===== config.mk =====
export PLATFORM = sky130hd
export DESIGN_NAME = unidade_busca
export DESIGN_NICKNAME = d
export VERILOG_FILES = /design/src/rtl/unidade_busca.sv
export SDC_FILE = /design/constraint.sdc
export NUM_CORES = 1
export LEC_CHECK = 0
export CAP_MARGIN = 20
export CORE_UTILIZATION = 40
export CTS_CLUSTER_SIZE = 10
export DETAILED_ROUTE_END_ITERATION = 16
export DONT_BUFFER_PORTS = 1
export PLACE_DENSITY = 0.55
export SYNTH_ARGS = -nofsm -noshare
export SYNTH_HDL_FRONTEND = slang
export SYNTH_SLANG_ARGS = --single-unit

===== constraint.sdc =====
create_clock -name clk -period 4.85 [get_ports clk]
set_input_delay 0.485 -clock clk [delete_from_list [all_inputs] [get_ports clk]]
set_output_delay 0.485 -clock clk [all_outputs]
set_load 0.03 [all_outputs]

===== src/rtl/unidade_busca.sv =====
// Fetch stage: owns the PC, captures instructions into the IR and hands them to decode over valid/ready.
// Optional PC overflow trap enabled by defining FETCH_WRAP_TRAP_EN.
module unidade_busca #(
    parameter int                ADDR_W   = 8,
    parameter int                DATA_W   = 8,
    parameter logic [ADDR_W-1:0] RESET_PC = '0
) (
    input  logic              clk,
    input  logic              rst_n,
    output logic [ADDR_W-1:0] pc_out,
    input  logic [DATA_W-1:0] instr_in,
    output logic [DATA_W-1:0] ir_out,
    output logic [ADDR_W-1:0] ir_pc,
    output logic              ir_valid,
    input  logic              dec_ready,
    input  logic              branch_valid,
    input  logic [ADDR_W-1:0] branch_target,
    input  logic              halt_req,
    output logic              halted,
    output logic              wrap_err
);

    typedef enum logic [1:0] {
        S_INIT,
        S_RUN,
        S_HALT
    } state_t;

    state_t              state, state_nx;
    logic [ADDR_W-1:0]   pc_nx;
    logic [DATA_W-1:0]   ir_nx;
    logic [ADDR_W-1:0]   ir_pc_nx;
    logic                valid_nx;
    logic                stall;
    logic                wrap_set;

    assign stall  = ir_valid && !dec_ready;
    assign halted = (state == S_HALT);

    // Priority in S_RUN: halt, then branch (overrides stall), then stall, then advance.
    always_comb begin
        state_nx = state;
        pc_nx    = pc_out;
        ir_nx    = ir_out;
        ir_pc_nx = ir_pc;
        valid_nx = ir_valid;
        wrap_set = 1'b0;
        case (state)
            S_INIT: begin
                if (halt_req) begin
                    state_nx = S_HALT;
                end else if (branch_valid) begin
                    pc_nx = branch_target;
                end else begin
                    state_nx = S_RUN;
                end
            end
            S_RUN: begin
                if (halt_req) begin
                    state_nx = S_HALT;
                    valid_nx = 1'b0;
                end else if (branch_valid) begin
                    pc_nx    = branch_target;
                    valid_nx = 1'b0;
                end else if (!stall) begin
                    ir_nx    = instr_in;
                    ir_pc_nx = pc_out;
                    valid_nx = 1'b1;
`ifdef FETCH_WRAP_TRAP_EN
                    // The last address is still captured, but fetching stops there.
                    if (pc_out == {ADDR_W{1'b1}}) begin
                        state_nx = S_HALT;
                        valid_nx = 1'b0;
                        wrap_set = 1'b1;
                    end else begin
                        pc_nx = pc_out + ADDR_W'(1);
                    end
`else
                    pc_nx = pc_out + ADDR_W'(1);
`endif
                end
            end
            S_HALT: begin
                valid_nx = 1'b0;
            end
            default: begin
                state_nx = S_INIT;
                valid_nx = 1'b0;
            end
        endcase
    end

    always_ff @(posedge clk or negedge rst_n) begin
        if (!rst_n) begin
            state    <= S_INIT;
            pc_out   <= RESET_PC;
            ir_out   <= '0;
            ir_pc    <= '0;
            ir_valid <= 1'b0;
        end else begin
            state    <= state_nx;
            pc_out   <= pc_nx;
            ir_out   <= ir_nx;
            ir_pc    <= ir_pc_nx;
            ir_valid <= valid_nx;
        end
    end

`ifdef FETCH_WRAP_TRAP_EN
    always_ff @(posedge clk or negedge rst_n) begin
        if (!rst_n) begin
            wrap_err <= 1'b0;
        end else if (wrap_set) begin
            wrap_err <= 1'b1;
        end
    end
`else
    assign wrap_err = 1'b0;
`endif

endmodule


; ---- Word level (Yosys, flattened, before mapping)
; Cells that the tools add are included.
; Widths: inputs -> output; s select.
[totals]
mem_bits_ro = 0
latch_bits = 0
reg_bits = 27
in_bits = 21
elab_cells = 42
memories = 0
mem_bits_rw = 0
out_inout_bits = 27
[classes]
div_mod_pow = 0
n_addsub = 1
n_mux = 14
n_bitwise = 5
n_mul = 0
order_cmp = 0
eq_ne = 9
shifts = 0
reduce_logical = 8
[ops]
columns = op, n
row1 = $mux 8, 5
row2 = $pmux 8 s2, 1
row3 = $add 8x1->8 const B, 1
row4 = $ne 2x2->1 const B, 4
row5 = $mux 2, 3
row6 = $ne 3x3->1 const B, 2
row7 = $pmux 2 s3, 1
row8 = $not 1->1, 5
row9 = $reduce_and 5->1, 1
row10 = $ne 4x4->1 const B, 1
row11 = $reduce_and 4->1, 1
row12 = $mux 1, 3
row13 = $reduce_and 3->1, 1
row14 = $eq 2x1->1 const B, 1
row15 = $eq 2x2->1 const B, 1
row16 = $logic_not 2->1, 1
row17 = $pmux 1 s2, 1
row18 = $reduce_and 2->1, 1
row19 = $reduce_bool 2->1, 1
row20 = $logic_and 1x1->1, 1
row21 = $logic_not 1->1, 1

; ---- Logic depth before layout (Yosys ltp)
; Gate-level depths: netlist of the first run.
[depth]
ltp_word = 6
depth_mapped = 6
depth_no_buf = 5

; ---- Worst setup path before layout of the first run
; OpenSTA, ideal clock, no wires.
[synth_path]
kind = input -> register
start = input branch_valid
end = register ir_out[0]
setup_slack_ns = 3.045
t_required_ns = 4.725
stages = 5
arrival_ns = 1.680
n_path_buf = 1
setup_time_ns = 0.125
cell_sequence = nor2_1 -> a2111oi_4 -> nand2_4 -> buf_6 -> mux2_4
[synth_between]
elab_chain_len = 2
[synth_rtl]
columns = item, line_no
row1 = "start, declared", 16  ; input logic branch_valid,
row2 = $not 1->1 (no source line), n/a
row3 = $reduce_and 4->1 (no source line), n/a
row4 = "end signal, assigned", 103  ; ir_out <= ir_nx;
row5 = "end, declared", 12  ; output logic [DATA_W-1:0] ir_out,
; No other way between the ends.
; A chain may end at the register's enable or synchronous reset.

; ---- Final worst setup path of the first run
[layout_path]
start = register ir_valid
end = register ir_out[2]
[layout_between]
elab_chain_len = 3
[layout_rtl]
columns = item, line_no
row1 = "start, declared", 14  ; output logic ir_valid,
row2 = "start signal, assigned", 105  ; ir_valid <= valid_nx;
row3 = $logic_and 1x1->1, 37  ; assign stall = ir_valid && !dec_ready;
row4 = $not 1->1 (no source line), n/a
row5 = $reduce_and 4->1 (no source line), n/a
; No other way between the ends.

==> results of run 1 <==
## cell families (layout without fill, tap and decap cells)
group                      after synthesis  in the layout  synth area share
and+or+nand+nor                         26             26            0.1057
muxes                                   18             18            0.1869
AOI/OAI and AO/OA                       25             25            0.1321
buffers and inverters                    8              9           0.03425
other                                    1              1          0.002933
DFF                                     27             27            0.5284
adders and majority gates                1              1          0.009783
## critical path, cell delays in order, from the launching register on
cell and delay (ns):
dfrtp_1 0.55, a2111oi_4 0.93, nand2_4 0.35, mux2_4 0.39
## metal layers
metal	wire [µm]	vias to the layer above	share of wire
met5	0	-	0
met2	1080	31	0.46
met4	19	0	0.0082
met1	1042	388	0.45
met3	189	2	0.081
li1	-	385	-
## metrics by stage
| step | cells | setup slack [ns] | total power, mW | hold WS (ns) |
|---|---|---|---|---|
| 2_1_floorplan | 106 | 3.045 | 0.3454 | 0.1894 |
| 3_3_place_gp | 145 | 2.576 | 0.3600 | 0.1901 |
| 3_5_place_dp | 145 | 2.527 | 0.3619 | 0.1901 |
| 4_1_cts | 151 | 2.515 | 0.4619 | 0.2030 |
| 5_1_grt | 151 | 2.392 | 0.4819 | 0.1941 |
| 6_report | 151 | 2.521 | 0.4544 | 0.2236 |
## worst max path at each step
stage,endpoint,slack (ns),cells after the start
2_1_floorplan,ir_out[0],3.04,5
3_3_place_gp,ir_out[0],2.58,4
3_5_place_dp,ir_out[4],2.53,4
4_1_cts,ir_out[1],2.52,3
5_1_grt,ir_out[1],2.39,3
6_report,ir_out[2],2.52,3
## layout make-up
type / instances / area (µm²) / share of cell area
Clock buffer: 4 / 26.28 / 0.01930
Inverter: 2 / 7.507 / 0.005515
Multi-Input combinational cell: 71 / 559.3 / 0.4108
Sequential cell: 27 / 675.6 / 0.4963
Tap cell: 44 / 55.05 / 0.04044
Timing Repair Buffer: 3 / 37.54 / 0.02757
## timing repair
| item | 4_1_cts | 5_1_grt |
|---|---|---|
| setup buffers | 0 | 0 |
| endpoints found under the hold margin | 27 | 0 |
| hold buffers | 2 | 0 |
| setup endpoints to repair | 0 | 0 |
## power by group
part,internal (mW),leakage (nW),switching [mW],total (mW)
clock,0.0321,0.0150,0.0589,0.0910
combinational,0.0204,0.270,0.0211,0.0414
sequential,0.244,0.353,0.0779,0.322
total,0.297,0.638,0.158,0.454
## cell usage in the layout (no fill, tap or decap)
| cell | count |
|---|---|
| dlygate4sd3_1 | 1 |
| ha_1 | 1 |
| clkbuf_4 | 3 |
| mux2_2 | 7 |
| a2111oi_4 | 1 |
| a21o_1 | 1 |
| nand3_1 | 4 |
| nand2_1 | 8 |
| a31o_2 | 1 |
| a22o_1 | 1 |
| o22ai_1 | 1 |
| clkbuf_1 | 1 |
| conb_1 | 1 |
| and4_1 | 1 |
| dfrtp_1 | 27 |
| and3_1 | 1 |
| nor2b_1 | 1 |
| or3b_2 | 1 |
| mux2i_1 | 1 |
| nor2_1 | 5 |
| mux2_4 | 10 |
| buf_4 | 1 |
| inv_1 | 2 |
| nor3b_1 | 1 |
| nand2_4 | 1 |
| a22oi_1 | 1 |
| a211oi_1 | 1 |
| a21oi_1 | 9 |
| nand4_1 | 2 |
| a31oi_1 | 1 |
| nor3_1 | 1 |
| buf_12 | 1 |
| o32ai_1 | 1 |
| o21ai_0 | 7 |
## state kept, by name (all words and copies together) (netlist names)
name	cells
state	2
ir_pc	8
ir_valid	1
pc_out	8
ir_out	8
==> impl_metrics.toml, run 1 <==
[clocking]
cts_sinks = 27
cts.root.buffer_cell = "clkbuf_4"
cts_tree = "done"
clkSlewWorstSetupHoldPaths_ns = 0.13
numCtsBuffers = 3
worstSkewPairLatency_ns = 0.31
cts_buffer_depth = 2
cts_resized = 0
ctsHtreeMaxLevel = 1

[global_route]
grt_max_degree = 28
top_usage_layer = "met2"
grt_util_met1 = 0.1737
grt_use_met3 = 0.03956
gr-total-overflow = 0
grt_pass1_vias = 808
grt_usage = 0.1470
grt_pass1_wl_um = 3746
grt_use_met2 = 0.2479
antenna_found_initial = 0

[floorplan]
io-pin-count = 48
fp.dieW_um = 58.54
fp-row-count = 20
die_area_mm2 = 0.003427
fp.coreArea_mm2 = 0.003053
dieHeight_um = 58.54
start_util = 0.4189

[critical_path]
ff2ff_path_depth = 3
cp_max_fo = 17
reg2reg_setup_slack_ns = 2.52
startpoint_type = "flop"
crit_required_ns = 5.06
worst_ep_arrival_time_ns = 2.54
crit-reg2reg-launch = "ir_valid"
critPathCaptureType = "flop"
r2r_end = "ir_out[2]"
critPathKind = "reg -> reg"
critPathLaunch = "ir_valid"

[status]
status = "complete, no violations"

[logic_synthesis]
yosysMostFrequentCell = "dfrtp_1"
yosys.area.top_type = "dfrtp_1"
synth_edf_count = 0
ys_ff_latch = 27
synth-main-ff-cell = "dfrtp_1"
ys_types = 33
async_flop_share = 1.000
synth_top_area_share = 0.5284
synth_nets = 128
netlist_instances = 106
syn_avg_cell_area_um2 = 12.06
yosysSeqAreaShare = 0.5284
synth_commonest_cells = "27 x dfrtp_1, 10 x mux2_4, 9 x a21oi_1"
synth_area_leaders = "dfrtp_1 53%, mux2_4 12%, mux2_2 6.2%"
syn_area_mm2 = 0.001279
yosysWarnings = 0

[final_layout]
postLayoutCoreUtil = 0.4459
drive_gt1_frac = 0.2430
diodes = 0
final_area_mm2 = 0.001361
n_fill_cell = 309
syn_to_final_growth_pct = 6.458
nets = 130

[timing]
skew_ns = 0.004727
grt_setup_unrepaired = "false"
period_share = 0.4801
final-hold-violation-count = 0
tns_ns = 0
slew_violations = 0
max_freq_ghz = 0.4295
period_needed_ns = 2.329
tightest_slew_ns = 0.9925
slew-limit-headroom = 0.3383
setup-violations-final = 0

[power_and_ir_drop]
p_leak_nw = 0.6383
power_density_mw_per_mm2 = 333.8
ir_drop_v = 0.0001308

[min_path]
hold_path_end = "state[0]"
hold_path_class = "in -> reg"
hold_depth = 1
hold_start = "halt_req"

[route]
remaining_drc_errors = 0
drt-wirelength-per-cell_um = 15.44
drtIter0Drc = 11
via_per_inst = 5.338
antenna_left = 0
drtPass1Iterations = 4
via_count = 806
totalWireLength_um = 2331

[placed_design]
portBuffers = 0
gp_congestion = 0.8580
place_area_mm2 = 0.001305
detailed_place_hpwl_um = 1682

[job]
cap_violations = 0
No activity file was read; power rests on OpenSTA's default activity.
==> run 2, diff against run 1 <==
--- a/config.mk
+++ b/config.mk
@@ -5,12 +5,13 @@
 export SDC_FILE = /design/constraint.sdc
 export NUM_CORES = 1
 export LEC_CHECK = 0
+export ABC_AREA = 1
 export CAP_MARGIN = 20
 export CORE_UTILIZATION = 40
 export CTS_CLUSTER_SIZE = 10
 export DETAILED_ROUTE_END_ITERATION = 16
 export DONT_BUFFER_PORTS = 1
-export PLACE_DENSITY = 0.55
+export PLACE_DENSITY = 0.57
 export SYNTH_ARGS = -nofsm -noshare
 export SYNTH_HDL_FRONTEND = slang
 export SYNTH_SLANG_ARGS = --single-unit
==> constraint.sdc (replaced) <==
create_clock -name clk -period 2.1 [get_ports clk]
set_input_delay 0.21 -clock clk [delete_from_list [all_inputs] [get_ports clk]]
set_output_delay 0.21 -clock clk [all_outputs]
set_load 0.03 [all_outputs]
==> run 2 against run 1 <==
Global-route usage rose by 2.4 points. Cell count increased by 52%. Core utilization grew 3.7 points. Maximum frequency is 47% higher. Clock power is 140% higher. Clock-buffer cell count unchanged.
==> impl_metrics.toml, run 2 <==
[status]
status = "complete, no violations"

[placed_design]
gp_congestion = 0.7831
detailed_place_hpwl_um = 1938
dpl.cell_count = 215
portBuffers = 0

[power_and_ir_drop]
p_leak_nw = 0.7559
power_density_mw_per_mm2 = 785.4
ir_drop_v = 0.0004246

[clocking]
numCtsBuffers = 3
worstSkewPairLatency_ns = 0.31
cts_resized = 0
ctsHtreeMaxLevel = 1
post-cts-setup-buffers = 0
cts_tree = "done"
clkSlewWorstSetupHoldPaths_ns = 0.14
cts_sinks = 27
cts_buffer_depth = 2
cts.root.buffer_cell = "clkbuf_4"

[critical_path]
crit_chain = "nor2_2 -> nand3_2 -> o21ai_1"
worst_ep_arrival_time_ns = 1.82
crit_required_ns = 2.33
cp_max_fo = 32
startpoint_type = "flop"
critPathKind = "reg -> reg"
worst_path_dominant_cell_family = "simple AND/OR/NAND/NOR gates"
cp_num_buf_inv = 0
slowest_delay_ns = 0.48
critPathCaptureType = "flop"
critPathSlowestCell = "nand3_2"

[floorplan]
fp.coreArea_mm2 = 0.003128
fp.dieW_um = 59.94
io-pin-count = 48
die_area_mm2 = 0.003592
dieHeight_um = 59.94
fp-row-count = 20
start_util = 0.4292

[final_layout]
syn_to_final_growth_pct = 12.49
final_cell_count_no_fill = 229
reg.largest.list = "ir_out (8), ir_pc (8), pc_out (8)"
drive_gt1_frac = 0.08649
mostFrequentLayoutCell = "nand2_1"
n_fill_cell = 325
layout_common_cells = "56 x nand2_1, 27 x inv_1, 27 x dfrtp_1"
nets = 208
diodes = 0

[route]
via_count = 1066
drtIter0Drc = 23
totalWireLength_um = 2680
via_per_inst = 4.655
drt-wirelength-per-cell_um = 11.70
drtPass1Iterations = 4
remaining_drc_errors = 0
antenna_left = 0

[global_route]
grt_max_degree = 33
grt_usage = 0.1709
grt_pass1_vias = 1053
grt_pass1_wl_um = 4567
antenna_found_initial = 0
gr-total-overflow = 0

[logic_synthesis]
syn_avg_cell_area_um2 = 7.672
yosysWarnings = 0
yosys.area.top_type = "dfrtp_1"
yosysMostFrequentCell = "nand2_1"
synth_area_leaders = "dfrtp_1 50%, nand2_1 16%, inv_1 7.5%"
async_flop_share = 1.000
synth_nets = 197
synth-main-ff-cell = "dfrtp_1"
synth_commonest_cells = "56 x nand2_1, 27 x dfrtp_1, 27 x inv_1"
netlist_instances = 175
yosysSeqAreaShare = 0.5033
syn_area_mm2 = 0.001343
ys_ff_latch = 27
synth_edf_count = 0
synth_top_area_share = 0.5033
ys_types = 21

[timing]
slew-limit-headroom = 0.6236
tns_ns = 0
slew_violations = 0
setup-violations-final = 0
tightest_slew_ns = 0.5639
max_freq_ghz = 0.6309
skew_ns = 0.004013
period_share = 0.7548
grt_setup_unrepaired = "false"
final-hold-violation-count = 0
whs_ns = 0.01965
period_needed_ns = 1.585

[min_path]
hold_path_class = "in -> reg"

[job]
cap_violations = 0
run 2: path summary, 6_finish.rpt:
check / from / endpoint / slack, ns / cells past startpoint
max in group asynchronous: rst_n / pc_out[6] / 1.64 / 2
max reg2reg: state[1] / ir_out[1] / 0.51 / 3
min in group asynchronous: rst_n / ir_out[6] / 0.31 / 2
min: instr_in[2] / ir_out[2] / 0.02 / 2
max: state[1] / ir_out[1] / 0.51 / 3
min reg2reg: state[0] / state[1] / 0.57 / 1
run 2: timing repair:
action | in CTS | in global routing
hold buffers | 7 | 3
endpoints found under the hold margin | 32 | 3
endpoints found under the setup margin | 0 | 0
run 2: worst register-to-register path, cell delays in order, from the launching register on:
cell and delay [ns]:
dfrtp_1 0.46, nor2_2 0.23, nand3_2 0.48, o21ai_1 0.33
run 2: logic make-up after synthesis:
group / share of synthesized area
AOI/OAI and AO/OA: 0.09692
xor gates and xnor gates: 0.006525
adders and majority gates: 0.009318
buffers and inverters: 0.1100
DFF: 0.5033
other: 0.002793
and+or+nand+nor: 0.2712
run 2: final cells by class:
| type | count | area (µm²) | share of cell area |
|---|---|---|---|
| flip-flops and latches | 27 | 675.6 | 0.4474 |
| inverters | 29 | 108.9 | 0.07208 |
| clock buffers | 4 | 26.28 | 0.01740 |
| multi-input cells | 113 | 519.2 | 0.3438 |
| repair buffers | 12 | 125.1 | 0.08285 |
| well taps | 44 | 55.05 | 0.03645 |
run 2: routing by layer:
| metal | up-vias | global-route usage | wire length, µm | part of all wire |
|---|---|---|---|---|
| met3 | 2 | 0.03247 | 154 | 0.057 |
| met4 | 0 | 0.07641 | 18 | 0.0067 |
| met5 | - | 0 | 0 | 0 |
| met2 | 35 | 0.2921 | 1226 | 0.46 |
| li1 | 563 | - | - | - |
| met1 | 466 | 0.2074 | 1280 | 0.48 |
run 2: metrics by stage:
| step | total power, mW | cell area [µm²] | worst slack [ns] | util |
|---|---|---|---|---|
| floorplan | 0.8960 | 1343 | 0.7570 | - |
| detailed placement | 0.9554 | 1374 | 0.5381 | 0.4392 |
| finish | 1.186 | 1510 | 0.5150 | 0.4828 |
| global placement | 0.9489 | 1374 | 0.6147 | 0.4392 |
| global route | 1.276 | 1510 | 0.3094 | 0.4828 |
| CTS | 1.201 | 1480 | 0.5075 | 0.4732 |
run 2: power by group:
group | internal, mW | switching (mW) | leakage (nW)
Combinational | 0.0879 | 0.137 | 0.394
Sequential | 0.578 | 0.168 | 0.347
Clock | 0.0742 | 0.142 | 0.0150
Total | 0.740 | 0.447 | 0.756
==> run 3, diff against run 2 <==
--- a/config.mk
+++ b/config.mk
@@ -5,7 +5,7 @@
 export SDC_FILE = /design/constraint.sdc
 export NUM_CORES = 1
 export LEC_CHECK = 0
-export ABC_AREA = 1
+export ABC_AREA = 0
 export CAP_MARGIN = 20
 export CORE_UTILIZATION = 40
 export CTS_CLUSTER_SIZE = 10
==> constraint.sdc (replaced) <==
create_clock -name clk -period 1.3 [get_ports clk]
set_input_delay 0.13 -clock clk [delete_from_list [all_inputs] [get_ports clk]]
set_output_delay 0.13 -clock clk [all_outputs]
set_load 0.03 [all_outputs]
==> run 3 against run 2 <==
The run now ends with hold timing, setup timing left. Maximum frequency up 2.5%. Via count down 5.4%. Global-route usage up 2.4 points. Core utilization up 12 points. Clock power up 72%. Cell count down 16%. Non-clock buffer count up 33. Setup slack worse by 0.76 ns. Power up 63%. Critical endpoint is now ir_pc[4]. Highest routed layer unchanged.
==> impl_metrics.toml, run 3 (synthesis results as in run 1) <==
[status]
status = "complete, but fails checks"
violations = "hold timing, setup timing"

[critical_path]
startpoint_type = "flop"
worst_path_dominant_cell_family = "flip-flops"
slowest_delay_ns = 0.42
critPathSlowestCell = "dfrtp_1"
crit_required_ns = 1.53
crit_chain = "nor2_2 -> a2111oi_4 -> nand2_4 -> buf_4 -> mux2_4"
critPathCaptureType = "flop"
critPathKind = "reg -> reg"
cp_num_buf_inv = 1
cp_max_fo = 4
worst_ep_arrival_time_ns = 1.78

[clocking]
worstSkewPairLatency_ns = 0.33
cts_sinks = 27
cts_buffer_depth = 2
clkSlewWorstSetupHoldPaths_ns = 0.15
cts.root.buffer_cell = "clkbuf_4"
numCtsBuffers = 3
cts_tree = "done"
ctsHtreeMaxLevel = 1

[global_route]
antenna_found_initial = 0
gr-total-overflow = 0
grt_max_degree = 28
grt_pass1_wl_um = 4947
grt_pass1_vias = 1073
grt_usage = 0.1944

[power_and_ir_drop]
power.share.sequential = 0.522
swShare = 0.3544
comb_power_share = 0.286
p_int_mw = 1.249
ir_drop_v = 0.0006568
clockPowerShare = 0.192
p_sw_mw = 0.6856
p_leak_nw = 0.8834
power_density_mw_per_mm2 = 1043

[final_layout]
multi_input_area_um2 = 639.4
final_cell_count_no_fill = 193
syn_to_final_growth_pct = 45.01
diodes = 0
drive_gt1_frac = 0.4899
nets = 172
mostFrequentLayoutCell = "dfrtp_1"
layout_common_cells = "25 x dfrtp_1, 19 x buf_4, 14 x dlygate4sd3_1"
reg.largest.list = "ir_out (8), ir_pc (8), pc_out (8)"
n_fill_cell = 263
register_area_um2 = 678.2

[placed_design]
detailed_place_hpwl_um = 1899
gp_congestion = 0.8422
portBuffers = 0
dpl.cell_count = 163

[timing]
setup-violations-final = 25
whs_ns = -0.009180
period_share = 1.189
slew_violations = 0
grt_setup_unrepaired = "true"
period_needed_ns = 1.546
max_freq_ghz = 0.6468
skew_ns = 0.001630
final-hold-violation-count = 1
final_critical_path_setup_slack_ns = -0.2460

[route]
via_per_inst = 5.223
via_count = 1008
antenna_left = 0
remaining_drc_errors = 0
drtIter0Drc = 39
drt-wirelength-per-cell_um = 15.44
totalWireLength_um = 2979
drtPass1Iterations = 2

[floorplan]
fp.coreArea_mm2 = 0.003053
fp-row-count = 20
start_util = 0.4189
io-pin-count = 48
die_area_mm2 = 0.003427
dieHeight_um = 58.54
fp.dieW_um = 58.54

[job]
cap_violations = 0

[min_path]
hold_path_class = "in -> reg"
run 3: cell count changes in the layout (fill, tap and decap cells not counted), moves of 5 or more:
cell | previous run | this run
mux2_2 | 0 | 7
buf_4 | 2 | 19
mux2_4 | 0 | 10
o21ai_1 | 20 | 4
inv_1 | 27 | 2
buf_6 | 0 | 9
nand3_1 | 11 | 3
dlygate4sd3_1 | 9 | 14
nor2_1 | 8 | 2
nand2_1 | 56 | 6
run 3: final timing paths:
path / startpoint / end / slack (ns) / depth (start not counted)
min: branch_target[5] / pc_out[5] / -0.009 / 2
min reg2reg: pc_out[7] / pc_out[7] / 0.59 / 2
max reg2reg: state[0] / ir_pc[4] / -0.25 / 5
min in group asynchronous: rst_n / ir_out[0] / 0.22 / 2
max: state[0] / ir_pc[4] / -0.25 / 5
max in group asynchronous: rst_n / ir_valid / 0.92 / 2
run 3: through the flow:
stage | TNS, ns | power, mW | instance area, µm² | util | setup WS [ns]
after global placement | -4.468 | 1.474 | 1449 | 0.4746 | -0.2484
after global routing | -5.793 | 2.042 | 1854 | 0.6074 | -0.2706
after floorplan | -8.336 | 1.289 | 1308 | - | -0.4697
after detailed placement | -5.260 | 1.484 | 1449 | 0.4746 | -0.2722
after CTS | -4.403 | 1.917 | 1782 | 0.5836 | -0.2215
final | -4.753 | 1.934 | 1854 | 0.6074 | -0.2460
run 3: repair_timing:
item                                    in CTS  in global routing
hold endpoints to repair                    41                  0
gates resized for setup                     16                 16
buffers inserted                             8                  3
pin swaps                                    5                  6
hold buffers                                15                  0
endpoints found under the setup margin      25                 25
gates cloned                                 0                  0
run 3: cell type report:
class / instances / area share
well taps: 44 / 0.02969
repair buffers: 45 / 0.2395
clock inverters: 1 / 0.004049
multi-input cells: 71 / 0.3448
clock buffers: 3 / 0.01215
inverters: 2 / 0.004049
flip-flops and latches: 27 / 0.3657
run 3: per-layer routing:
metal	global-route usage	up-vias	wire, µm
met2	0.3399	42	1494
met4	0.08163	0	100
met5	0	-	0
met3	0.07473	8	221
li1	-	467	-
met1	0.2102	491	1162
run 3: power groups by stage:
stage / clock network, mW / logic (mW) / registers [mW]
2_1_floorplan: 0 / 0.116 / 1.17
3_5_place_dp: 0 / 0.469 / 1.02
5_1_grt: 0.422 / 0.598 / 1.02
6_report: 0.372 / 0.553 / 1.01
4_1_cts: 0.380 / 0.537 / 1.00
3_3_place_gp: 0 / 0.461 / 1.01
